==> config.mk <==
export PLATFORM = sky130hd
export DESIGN_NAME = inst_encoder
export DESIGN_NICKNAME = d
export VERILOG_FILES = /design/src/rtl/inst_encoder.sv
export SDC_FILE = /design/constraint.sdc
export NUM_CORES = 1
export LEC_CHECK = 0
export ABC_AREA = 1
export BUFFER_PORTS_ARGS = -buffer_cell sky130_fd_sc_hd__buf_2
export CORE_ASPECT_RATIO = 1.25
export CORE_MARGIN = 1
export CORE_UTILIZATION = 45
export CTS_CLUSTER_DIAMETER = 200
export DETAILED_ROUTE_END_ITERATION = 6
export PLACE_DENSITY = 0.77
export REMOVE_ABC_BUFFERS = 1
export SYNTH_ARGS = -nofsm -noshare
export SYNTH_HDL_FRONTEND = slang
export SYNTH_SLANG_ARGS = --single-unit
==> constraint.sdc <==
create_clock -name clk -period 1.65 [get_ports clk]
set_input_delay 0.2475 -clock clk [delete_from_list [all_inputs] [get_ports clk]]
set_output_delay 0.2475 -clock clk [all_outputs]
set_load 0.02 [all_outputs]
==> src/rtl/inst_encoder.sv <==
// Streaming RV32I instruction encoder: packs decoded fields into 32-bit words
// and writes them sequentially into instruction memory during program load.
module inst_encoder #(
  parameter int unsigned RFW = 5,
  parameter int unsigned DW  = 32,
  parameter int unsigned IW  = 32,
  parameter int unsigned AW  = 10
) (
  input  logic           clk,
  input  logic           rst,
  input  logic           start,
  input  logic           finish,
  input  logic           in_valid,
  output logic           in_ready,
  input  logic [2:0]     fmt,
  input  logic [4:0]     opcode,
  input  logic [2:0]     funct3,
  input  logic [6:0]     funct7,
  input  logic [RFW-1:0] rd,
  input  logic [RFW-1:0] rs1,
  input  logic [RFW-1:0] rs2,
  input  logic [DW-1:0]  imm,
  output logic           mem_we,
  output logic [AW-1:0]  mem_addr,
  output logic [IW-1:0]  mem_wdata,
  output logic           busy,
  output logic           full,
  output logic           err,
  output logic [AW:0]    count
);

  typedef enum logic [1:0] {StIdle, StRun, StFull} state_e;

  localparam logic [AW-1:0] LastAddr  = '1;
  localparam logic [AW:0]   LastCount = {1'b0, LastAddr};

  state_e        state_q, state_d;
  logic [AW-1:0] addr_q, addr_d;
  logic [AW:0]   count_q, count_d;
  logic          err_q, err_d;
  logic          we_q, we_d;
  logic [IW-1:0] wdata_q, wdata_d;

  logic [4:0]        rd_f, rs1_f, rs2_f;
  logic signed [31:0] imm_x;
  logic [31:0]       enc;
  logic              legal;
  logic              accept, wr_ok, at_last;
  logic [AW:0]       count_base;

  assign rd_f  = 5'(rd);
  assign rs1_f = 5'(rs1);
  assign rs2_f = 5'(rs2);
  // Sign-extend the immediate so range checks work on its numeric value.
  assign imm_x = 32'(signed'(imm));

  // Format-specific bit scattering and immediate range checks.
  always_comb begin
    enc   = '0;
    legal = 1'b0;
    case (fmt)
      3'd0: begin
        enc   = {funct7, rs2_f, rs1_f, funct3, rd_f, opcode, 2'b11};
        legal = 1'b1;
      end
      3'd1: begin
        enc   = {imm_x[11:0], rs1_f, funct3, rd_f, opcode, 2'b11};
        legal = (imm_x >= -32'sd2048) && (imm_x <= 32'sd2047);
      end
      3'd2: begin
        enc   = {imm_x[11:5], rs2_f, rs1_f, funct3, imm_x[4:0], opcode, 2'b11};
        legal = (imm_x >= -32'sd2048) && (imm_x <= 32'sd2047);
      end
      3'd3: begin
        enc   = {imm_x[12], imm_x[10:5], rs2_f, rs1_f, funct3, imm_x[4:1], imm_x[11],
                 opcode, 2'b11};
        legal = (imm_x >= -32'sd4096) && (imm_x <= 32'sd4094) && !imm_x[0];
      end
      3'd4: begin
        enc   = {imm_x[31:12], rd_f, opcode, 2'b11};
        legal = (imm_x[11:0] == 12'h000);
      end
      3'd5: begin
        enc   = {imm_x[20], imm_x[10:1], imm_x[11], imm_x[19:12], rd_f, opcode, 2'b11};
        legal = (imm_x >= -32'sd1048576) && (imm_x <= 32'sd1048574) && !imm_x[0];
      end
      default: begin
        enc   = '0;
        legal = 1'b0;
      end
    endcase
  end

  assign in_ready = (state_q == StRun);
  assign accept   = in_valid && in_ready;
  assign wr_ok    = accept && legal;
  // A restart in RUN with a bundle present counts that bundle into the new session.
  assign count_base = start ? '0 : count_q;
  // The bundle taking the last free slot closes the door before its write lands.
  assign at_last    = wr_ok && (count_base == LastCount);

  // Next-state logic for the session FSM and datapath registers.
  always_comb begin
    state_d = state_q;
    addr_d  = addr_q;
    count_d = count_q;
    err_d   = err_q;
    we_d    = wr_ok;
    wdata_d = wdata_q;

    unique case (state_q)
      StIdle: if (start) state_d = StRun;
      StRun: begin
        if (start)       state_d = at_last ? StFull : StRun;
        else if (finish) state_d = StIdle;
        else if (at_last) state_d = StFull;
      end
      StFull: begin
        if (start)       state_d = StRun;
        else if (finish) state_d = StIdle;
      end
      default: state_d = StIdle;
    endcase

    // Address advances after each write lands and saturates at the top.
    if (start) begin
      addr_d  = '0;
      count_d = '0;
      err_d   = 1'b0;
    end else if (we_q && (addr_q != LastAddr)) begin
      addr_d = addr_q + 1'b1;
    end

    if (wr_ok) begin
      count_d = count_base + 1'b1;
      wdata_d = IW'(enc);
    end
    if (accept && !legal) err_d = 1'b1;
  end

  // State and datapath registers with asynchronous reset.
  always_ff @(posedge clk or posedge rst) begin
    if (rst) begin
      state_q <= StIdle;
      addr_q  <= '0;
      count_q <= '0;
      err_q   <= 1'b0;
      we_q    <= 1'b0;
      wdata_q <= '0;
    end else begin
      state_q <= state_d;
      addr_q  <= addr_d;
      count_q <= count_d;
      err_q   <= err_d;
      we_q    <= we_d;
      wdata_q <= wdata_d;
    end
  end

  assign mem_we    = we_q;
  assign mem_addr  = addr_q;
  assign mem_wdata = wdata_q;
  assign busy      = (state_q != StIdle) || we_q;
  assign full      = (state_q == StFull);
  assign err       = err_q;
  assign count     = count_q;

endmodule
==> results.sh <==
export IMPL_outcome="finished, final reports clean"
export IMPL_cp_max_fo=4
export IMPL_fin_nets=806
export IMPL_grt_max_degree=40
export IMPL_port_buffers=127
export IMPL_dieWidth_microns=81.0
export IMPL_wl_per_cell_microns=12.7
export IMPL_hold_path_class="in2reg"
export IMPL_clockBufferDepth=2
export IMPL_synth_enable_flop_cells=0
export IMPL_grt_pass1_wl_mm=17.2
export IMPL_rsz0062_at_grt="yes"
export IMPL_die_area_sq_um=8160
export IMPL_h_tree_depth=2
export IMPL_num_antenna_cells=0
export IMPL_grtUsageTotal_pct=26.7
export IMPL_final_util_pct=68.4
export IMPL_period_share_pct=98.7
export IMPL_worst_slew_pin_transition_ps=400
export IMPL_seq_area_frac_synth_pct=39.9
export IMPL_p_per_area_nw_per_um2=684
export IMPL_fmax_mhz=614
export IMPL_drt_iter0_drc=254
export IMPL_die_h_microns=101
export IMPL_final_cell_mix="191 x nand2_1, 127 x buf_2, 82 x buf_4, 56 x inv_1, 56 x dfrtp_1"
export IMPL_clk_latency_ps=320
export IMPL_syn_inst=526
export IMPL_cts_buffers=5
export IMPL_dpl_hpwl_mm=8.30
export IMPL_syn_area_per_cell_sq_um=6.67
export IMPL_wirelength_mm=10.5
export IMPL_report_final_slew_viol_count=0
export IMPL_async_flop_share_pct=100
export IMPL_ios=128
export IMPL_layout_commonest_cell="nand2_1"
export IMPL_synth_yosys_warnings=0
export IMPL_dr_pass1_iters=5
export IMPL_vias=4227
export IMPL_yosysUniqueCellTypes=34
export IMPL_critPathKind="reg2reg"
export IMPL_cap_violations=0
export IMPL_period_needed_ps=1630
export IMPL_cp_end_kind="register"
export IMPL_ant_nets=0
export IMPL_start_util_pct=47.2
export IMPL_netlist_area_sq_um=3510
export IMPL_num_rows=35
export IMPL_synth_main_ff_cell="dfrtp_1"
export IMPL_area_delta_synth_final_pct=44.9
export IMPL_crit_arrival_ps=1870
export IMPL_start_kind="register"
export IMPL_finalNonFillerCells=827
export IMPL_drive_above_1_share_pct=35.0
export IMPL_grt_pass1_vias=4006
export IMPL_grt_overflow_total=0
export IMPL_antenna_found_initial=0
export IMPL_cp_required_ps=1890
export IMPL_clk_pin_slew_worst_paths_ps=110
export IMPL_placed_cells=812
export IMPL_drcViolationCount=0
export IMPL_irDropWorstVdd_mv=0.443
export IMPL_hold_violations=0
export IMPL_finalSetupViolCount=0
export IMPL_cts_tree="done"
export IMPL_ys_ff_latch=56
export IMPL_skew_ps=9.87
export IMPL_cts_root_buffer="clkbuf_8"
export IMPL_routabilityCongestion=0.923
export IMPL_max_slew_margin_pct=73.3
export IMPL_core_region_area_sq_um=7440
export IMPL_p_leak_nw=2.82
export IMPL_vias_per_cell=5.11
export IMPL_final_setup_tns_ps=0
export IMPL_clock_sinks=56
==> path summary, 6_finish.rpt <==
check / from / end / slack [ps] / depth (start not counted)
max in group asynchronous: rst / mem_wdata[17]$_DFFE_PP0N_ / 640 / 4
max reg2reg: mem_addr[0]$_DFFE_PP0P_ / mem_addr[8]$_DFFE_PP0P_ / 20 / 10
min: opcode[2] / mem_wdata[4]$_DFFE_PP0N_ / 110 / 3
min reg2reg: mem_wdata[9]$_DFFE_PP0N_ / mem_wdata[9]$_DFFE_PP0N_ / 480 / 2
max: mem_addr[0]$_DFFE_PP0P_ / mem_addr[8]$_DFFE_PP0P_ / 20 / 10
min in group asynchronous: rst / mem_wdata[6]$_DFFE_PP0N_ / 440 / 3
==> through the flow <==
stage	instance area, sq um	worst slack [ps]	power [mW]	hold WS [ps]
4_1_cts	4980	0.627	3.49	109
3_5_place_dp	4850	-192	2.72	260
5_1_grt	5090	-83.3	3.69	122
3_3_place_gp	4850	-173	2.69	249
2_1_floorplan	3420	-322	2.20	311
6_report	5090	21.4	3.48	112
==> synth_stat cells (4+ instances only) <==
cell,count,area (sq um)
o21ai_0,20,100
o22ai_1,10,62.6
xor2_1,6,52.6
nand4_1,8,50.1
o21ai_1,17,85.1
nand2_1,195,732
nor4_1,5,31.3
xnor2_1,4,35.0
inv_2,5,18.8
nor3_1,8,40.0
a31oi_1,6,37.5
nand3_1,18,90.1
buf_2,5,25.0
inv_1,58,218
clkbuf_1,5,18.8
dfrtp_1,56,1400
a21oi_1,10,50.1
nor2_2,4,25.0
nor2_1,64,240
==> power breakdown <==
part           switching, mW  internal (mW)  leakage, nW
sequential            0.0894           1.54        0.740
clock                  0.483          0.302       0.0404
combinational          0.643          0.416         2.04
==> per-layer routing <==
layer  track usage (%)  wire (microns)  vias up  part of all wire (%)
li1                  -               -     2079                     -
met1              33.3            4300     1965                    41
met2              46.3            5440      163                    52
met3              3.71             586       20                   5.6
met4              9.48             211        0                   2.0
met5                 0               0        -                     0
==> state kept, by name, summed over array words and instances, names as in the netlist <==
name and flops:
mem_wdata 31, err 1, mem_addr 10, state_q 2
mem_we 1, count 11
==> critical path, stage by stage, from the launching register on <==
cell and delay [ps]:
dfrtp_1 370, ha_2 190, nand2_2 80, nor2_4 130, nand2_2 70, nor2_2 130, nand2_1 70, nand2_2 100
inv_2 70, buf_6 120, a221oi_2 210
==> kinds of logic (layout without fill, tap and decap cells) <==
| group | after synthesis | after routing | synth area share, % |
|---|---|---|---|
| simple gates | 309 | 309 | 36.1 |
| xor+xnor | 10 | 10 | 2.49 |
| compound gates | 68 | 68 | 10.7 |
| flops | 56 | 56 | 39.9 |
| fa+ha+maj | 2 | 2 | 0.713 |
| mux | 3 | 3 | 0.855 |
| buf+inv | 78 | 287 | 9.27 |
==> cell type report <==
| type | count | area (sq um) |
|---|---|---|
| repair buffers | 216 | 1370 |
| well taps | 92 | 115 |
| multi-input cells | 392 | 1870 |
| fillers | 677 | 2360 |
| clock buffers | 5 | 68.8 |
| inverters | 63 | 236 |
| flip-flops and latches | 56 | 1400 |
| clock inverters | 3 | 23.8 |
==> repair_timing <==
| action | 4_1_cts | 5_1_grt |
|---|---|---|
| hold buffers | 1 | 0 |
| gates resized for setup | 6 | 21 |
| endpoints found under the setup margin | 9 | 14 |
| pin swaps | 1 | 7 |
| setup buffers | 1 | 5 |
| endpoints found under the hold margin | 17 | 0 |
(Power assumes the default switching activity.)
